`config.mk`:
```
export PLATFORM = sky130hd
export DESIGN_NAME = ram_port_arbiter
export DESIGN_NICKNAME = d
export VERILOG_FILES = /design/src/rtl/ram_port_arbiter.sv
export SDC_FILE = /design/constraint.sdc
export NUM_CORES = 1
export LEC_CHECK = 0
export ABC_AREA = 1
export CORE_MARGIN = 4
export CORE_UTILIZATION = 40
export CTS_BUF_LIST = sky130_fd_sc_hd__clkbuf_8
export DETAILED_ROUTE_END_ITERATION = 10
export PLACE_DENSITY = 0.83
export SLEW_MARGIN = 20
export SYNTH_ARGS = -nofsm -noshare
export SYNTH_HDL_FRONTEND = slang
export SYNTH_SLANG_ARGS = --single-unit
```
`constraint.sdc`:
```
create_clock -name clk -period 1.6 [get_ports clk]
set_input_delay 0.32 -clock clk [delete_from_list [all_inputs] [get_ports clk]]
set_output_delay 0.32 -clock clk [all_outputs]
set_load 0.005 [all_outputs]
```
`src/rtl/ram_port_arbiter.sv`:
```
// Shares one single-ported RAM between IF fetch and MEM load/store with fixed wait states.
// Optional ARB_ROUND_ROBIN_EN: alternate grants on contention instead of fixed MEM>IF priority.
module ram_port_arbiter #(
  parameter int unsigned WAIT_STATES = 1,
  parameter int unsigned ADDR_W      = 9
) (
  input  logic              clk,
  input  logic              rst_n,
  input  logic              IF_Req,
  input  logic [ADDR_W-1:0] IF_Addr,
  input  logic              MEM_Req,
  input  logic [ADDR_W-1:0] MEM_Addr,
  input  logic              MEM_RW,
  input  logic [1:0]        MEM_Size,
  input  logic              MEM_SE,
  input  logic [31:0]       MEM_WData,
  input  logic [31:0]       RAM_DataOut,
  output logic              RAM_Enable,
  output logic              RAM_RW,
  output logic              RAM_SE,
  output logic [1:0]        RAM_Size,
  output logic [ADDR_W-1:0] RAM_Addr,
  output logic [31:0]       RAM_DataIn,
  output logic              IF_Done,
  output logic [31:0]       IF_Data,
  output logic              MEM_Done,
  output logic [31:0]       MEM_RData,
  output logic              Align_Err,
  output logic              Pipe_Stall
);

  localparam int unsigned CNT_W  = 3;
  localparam int unsigned DATA_W = 32;

  typedef enum logic [1:0] {
    IDLE    = 2'd0,
    ACC_IF  = 2'd1,
    ACC_MEM = 2'd2,
    DONE    = 2'd3
  } state_e;

  state_e              state_q, state_d;
  logic [CNT_W-1:0]    cnt_q, cnt_d;
  logic                ram_en_q, ram_en_d;
  logic                ram_rw_q, ram_rw_d;
  logic                ram_se_q, ram_se_d;
  logic [1:0]          ram_size_q, ram_size_d;
  logic [ADDR_W-1:0]   ram_addr_q, ram_addr_d;
  logic [DATA_W-1:0]   ram_wdata_q, ram_wdata_d;
  logic                if_done_q, if_done_d;
  logic [DATA_W-1:0]   if_data_q, if_data_d;
  logic                mem_done_q, mem_done_d;
  logic [DATA_W-1:0]   mem_rdata_q, mem_rdata_d;
  logic                align_err_q, align_err_d;

  logic if_elig, mem_elig, grant_mem, mem_misaligned, acc_last;

  // A requester whose Done is showing this cycle holds a stale Req.
  assign if_elig  = IF_Req  & ~if_done_q;
  assign mem_elig = MEM_Req & ~mem_done_q;
  assign acc_last = (cnt_q == CNT_W'(WAIT_STATES));

  always_comb begin
    unique case (MEM_Size)
      2'b00:   mem_misaligned = 1'b0;
      2'b01:   mem_misaligned = MEM_Addr[0];
      2'b10:   mem_misaligned = |MEM_Addr[1:0];
      default: mem_misaligned = 1'b1;
    endcase
  end

`ifdef ARB_ROUND_ROBIN_EN
  logic last_if_q, last_if_d;

  // On contention, serve whoever did not complete last.
  assign grant_mem = mem_elig & (~if_elig | last_if_q);
`else
  assign grant_mem = mem_elig;
`endif

  always_comb begin
    state_d     = state_q;
    cnt_d       = cnt_q;
    ram_en_d    = ram_en_q;
    ram_rw_d    = ram_rw_q;
    ram_se_d    = ram_se_q;
    ram_size_d  = ram_size_q;
    ram_addr_d  = ram_addr_q;
    ram_wdata_d = ram_wdata_q;
    if_done_d   = 1'b0;
    mem_done_d  = 1'b0;
    align_err_d = 1'b0;
    if_data_d   = if_data_q;
    mem_rdata_d = mem_rdata_q;
`ifdef ARB_ROUND_ROBIN_EN
    last_if_d   = last_if_q;
`endif

    unique case (state_q)
      IDLE: begin
        cnt_d = '0;
        if (grant_mem) begin
          if (mem_misaligned) begin
            state_d     = DONE;
            mem_done_d  = 1'b1;
            align_err_d = 1'b1;
            mem_rdata_d = '0;
`ifdef ARB_ROUND_ROBIN_EN
            last_if_d   = 1'b0;
`endif
          end else begin
            state_d     = ACC_MEM;
            ram_en_d    = 1'b1;
            ram_rw_d    = MEM_RW;
            ram_se_d    = MEM_SE;
            ram_size_d  = MEM_Size;
            ram_addr_d  = MEM_Addr;
            ram_wdata_d = MEM_RW ? MEM_WData : '0;
          end
        end else if (if_elig) begin
          state_d     = ACC_IF;
          ram_en_d    = 1'b1;
          ram_rw_d    = 1'b0;
          ram_se_d    = 1'b0;
          ram_size_d  = 2'b10;
          ram_addr_d  = IF_Addr;
          ram_wdata_d = '0;
        end
      end

      ACC_IF, ACC_MEM: begin
        if (acc_last) begin
          state_d     = DONE;
          cnt_d       = '0;
          ram_en_d    = 1'b0;
          ram_rw_d    = 1'b0;
          ram_se_d    = 1'b0;
          ram_size_d  = '0;
          ram_addr_d  = '0;
          ram_wdata_d = '0;
          if (state_q == ACC_IF) begin
            if_done_d = 1'b1;
            if_data_d = RAM_DataOut;
`ifdef ARB_ROUND_ROBIN_EN
            last_if_d = 1'b1;
`endif
          end else begin
            mem_done_d  = 1'b1;
            mem_rdata_d = ram_rw_q ? '0 : RAM_DataOut;
`ifdef ARB_ROUND_ROBIN_EN
            last_if_d   = 1'b0;
`endif
          end
        end else begin
          cnt_d = cnt_q + CNT_W'(1);
        end
      end

      DONE: begin
        state_d = IDLE;
      end

      default: begin
        state_d     = IDLE;
        cnt_d       = '0;
        ram_en_d    = 1'b0;
        ram_rw_d    = 1'b0;
        ram_se_d    = 1'b0;
        ram_size_d  = '0;
        ram_addr_d  = '0;
        ram_wdata_d = '0;
      end
    endcase
  end

  always_ff @(posedge clk or negedge rst_n) begin
    if (!rst_n) begin
      state_q     <= IDLE;
      cnt_q       <= '0;
      ram_en_q    <= 1'b0;
      ram_rw_q    <= 1'b0;
      ram_se_q    <= 1'b0;
      ram_size_q  <= '0;
      ram_addr_q  <= '0;
      ram_wdata_q <= '0;
      if_done_q   <= 1'b0;
      if_data_q   <= '0;
      mem_done_q  <= 1'b0;
      mem_rdata_q <= '0;
      align_err_q <= 1'b0;
    end else begin
      state_q     <= state_d;
      cnt_q       <= cnt_d;
      ram_en_q    <= ram_en_d;
      ram_rw_q    <= ram_rw_d;
      ram_se_q    <= ram_se_d;
      ram_size_q  <= ram_size_d;
      ram_addr_q  <= ram_addr_d;
      ram_wdata_q <= ram_wdata_d;
      if_done_q   <= if_done_d;
      if_data_q   <= if_data_d;
      mem_done_q  <= mem_done_d;
      mem_rdata_q <= mem_rdata_d;
      align_err_q <= align_err_d;
    end
  end

`ifdef ARB_ROUND_ROBIN_EN
  // Reset to "IF served last" so MEM wins the first contention.
  always_ff @(posedge clk or negedge rst_n) begin
    if (!rst_n) begin
      last_if_q <= 1'b1;
    end else begin
      last_if_q <= last_if_d;
    end
  end
`endif

  assign RAM_Enable = ram_en_q;
  assign RAM_RW     = ram_rw_q;
  assign RAM_SE     = ram_se_q;
  assign RAM_Size   = ram_size_q;
  assign RAM_Addr   = ram_addr_q;
  assign RAM_DataIn = ram_wdata_q;
  assign IF_Done    = if_done_q;
  assign IF_Data    = if_data_q;
  assign MEM_Done   = mem_done_q;
  assign MEM_RData  = mem_rdata_q;
  assign Align_Err  = align_err_q;
  assign Pipe_Stall = (IF_Req & ~if_done_q) | (MEM_Req & ~mem_done_q);

endmodule

```
==> metrics.yaml <==
status:
  status: "complete, but fails checks"
  violations: "negative setup slack"
clocking:
  root_buffer: "clkbuf_8"
  numCtsBuffers: 17
  clk_latency_ps: 440
  clockBufferDepth: 2
  htreeDepth: 4
  tritoncts: "built"
  clk_pin_slew_worst_paths_ps: 80
  cts.sinks: 118
routing:
  drt-total-wl_um: 17400
  vias_per_cell: 4.96
  drt_iter0_markers: 398
  drc_errors: 0
  wire_per_inst_um: 15.7
  vias: 5474
  ant_nets: 0
  drtPass1Iterations: 5
sta:
  hold_viol_final: 0
  finalWorstSetupSlack_ps: -38.2
  hold-worst-slack_ps: 367
  setup_viol: 31
  rsz0062_at_grt: "yes"
  fmax_mhz: 610
  final_max_slew_viol_count: 0
  post-route-min-period_ps: 1640
  worst_slew_pin_slew_ps: 399
  finalCritPeriodShare_pct: 102
  relSlewSlack_pct: 73.4
  clock-skew-final_ps: 9.26
global_route:
  busiest_layer: "met2"
  grt.met1_usage_pct: 25.6
  met3_usage_pct: 4.43
  grt_pass1_wl_um: 27300
  grt_max_degree: 66
  grt_antenna_before_repair: 0
  grtUsageMet2_pct: 37.3
  grt_pass1_vias: 5258
  grt_overflow: 0
  grt_use_total_pct: 21.5
setup_path:
  crit_path_start_kind: "flop"
  critPathKind: "flop to flop"
  path_buf_inv: 3
  crit_slowest_cell: "dfrtp_1"
  crit_chain: "inv_2, ha_4, inv_2, or2_4, buf_12, nor2_2, nand4_1, nand2_1"
  worstPathArrival_ps: 2010
  required_ps: 1970
  cp_top_family: "simple AND/OR/NAND/NOR gates"
  cp_common_cell: "inv_2"
  cp_max_fo: 16
  endpoint_kind: "flop"
  slowest_delay_ps: 380
yosys:
  synthCells: 691
  synth_nets: 784
  synth_seq_cells: 118
  synthTopCellsByArea: "dfrtp_1 (54%), nand2_1 (17%), nand3_1 (4.5%), nand4_1 (3.8%), o21ai_0 (3.3%)"
  avgSynthCellArea_um2: 7.93
  synth_seq_area_share_pct: 53.9
  synth_top_area_share_pct: 53.9
  syn_area_mm2: 0.00548
  synth_warnings: 0
  synth_cell_types: 23
  synth_top_area_cell: "dfrtp_1"
finish:
  post_route_cells_drive_above_1_share_pct: 13.8
  stdcell_count: 1104
  antenna_cells: 0
  areaGrowthSynthToFinish_pct: 55.1
  nFillCells: 1160
  fin_nets: 1008
floorplan:
  row_count: 42
  dieArea_mm2: 0.0156
  fp.coreArea_mm2: 0.0133
  io_pins: 204
  die_w_um: 125
  start_util_pct: 41.1
  die_y_um: 125
pwr:
  leakagePower_nw: 4.61
  ir_drop_uv: 1550
  p_per_area_mw_per_mm2: 2130
placement:
  dp_hpwl_um: 11600
  io_buffers: 203
  placed_cells: 1050
  gp_congestion: 0.838
hold_path:
  hold_class: "input port to asynchronous set/reset pin"
flow_run:
  drv_cap: 0
-- cells by family after synthesis --
family	share of synthesized area [%]
AO/OA/AOI/OAI	5.02
XOR/XNOR	0.320
adder cells (fa/ha/maj)	0.685
buffers and inverters	7.90
flip-flops	53.9
AND/OR/NAND/NOR	32.2
-- synthesized netlist by cell type --
cell,count
a21oi_1,14
a21oi_2,1
a21oi_4,1
buf_1,2
buf_2,19
buf_4,4
buf_6,2
clkbuf_1,26
dfrtp_1,118
ha_1,3
inv_1,47
inv_2,1
nand2_1,255
nand2_2,1
nand3_1,49
nand3_2,2
nand4_1,33
nor2_1,39
nor2_2,2
nor3_1,33
o21ai_0,36
or2_1,1
xor2_1,2
-- sequential cells by signal (all words and copies together), names as in the netlist, 2 cells and up --
signal      cells
IF_Data        32
MEM_RData      32
RAM_Addr        9
RAM_DataIn     32
RAM_Size        2
cnt_q           3
state_q         2
-- per-layer routing --
layer	up-vias	wire [um]
li1	2662	-
met3	48	764
met5	-	0
met4	0	650
met2	177	9090
met1	2587	6850
-- power by group --
part / internal, W / leakage [nW] / switching, W
clock: 0.00155 / 0.198 / 0.00125
sequential: 0.00430 / 1.53 / 0.000659
combinational: 0.00456 / 2.87 / 0.00582
total: 0.0104 / 4.61 / 0.00772
-- final cells by class --
class                   instances  area [um2]  share of cell area [%]
multi-input cells             472        2230                    26.2
repair buffers                258        2510                    29.5
clock inverters                11         124                    1.46
well taps                     176         220                    2.59
flip-flops and latches        118        2950                    34.7
inverters                      48         180                    2.12
clock buffers                  21         289                    3.40
-- what timing repair did --
action / 4_1_cts / 5_1_grt
endpoints found under the hold margin: 23 / 0
cloned: 0 / 2
pin swaps: 1 / 18
hold buffers: 1 / 0
endpoints found under the setup margin: 190 / 81
setup buffers: 18 / 1
gates resized for setup: 125 / 31
-- through the flow --
stage / utilization [%] / power [W] / setup WS, ps / setup TNS, ps / cell area, um2
2_1_floorplan: - / 0.0102 / -0.452 / -13.6 / 5530
3_3_place_gp: 59.5 / 0.0150 / -294 / -15480 / 7940
3_5_place_dp: 59.5 / 0.0152 / -286 / -17140 / 7940
4_1_cts: 62.7 / 0.0176 / -15.1 / -25.5 / 8370
5_1_grt: 63.7 / 0.0194 / -106 / -5480 / 8500
6_report: 63.7 / 0.0181 / -38.2 / -331 / 8500
-- cell usage in the layout, fill, tap and decap left out, types with 3 or more instances in the layout --
master / n
nand2_1: 251
dfrtp_1: 118
dlygate4sd2_1: 113
clkdlybuf4s50_1: 88
nand3_1: 49
inv_1: 46
buf_4: 37
o21ai_0: 34
nand4_1: 33
nor3_1: 33
nor2_2: 21
clkbuf_8: 21
nor2_1: 14
a21oi_1: 14
buf_12: 14
nor2_4: 6
nand2_2: 5
clkinvlp_4: 5
inv_2: 3
-- worst paths after layout --
| path | startpoint | slack, ps | endpoint | cells after the start |
|---|---|---|---|---|
| max in group asynchronous | rst_n | 710 | RAM_DataIn[15] | 3 |
| hold reg to reg | RAM_DataIn[0] | 460 | RAM_DataIn[0] | 2 |
| hold / removal | rst_n | 370 | IF_Data[13] | 2 |
| setup / recovery | state_q[1] | -40 | MEM_RData[16] | 8 |
| min in group clk | RAM_DataOut[30] | 460 | IF_Data[30] | 3 |
| setup reg to reg | state_q[1] | -40 | MEM_RData[16] | 8 |
No activity file was read; power rests on OpenSTA's default activity.
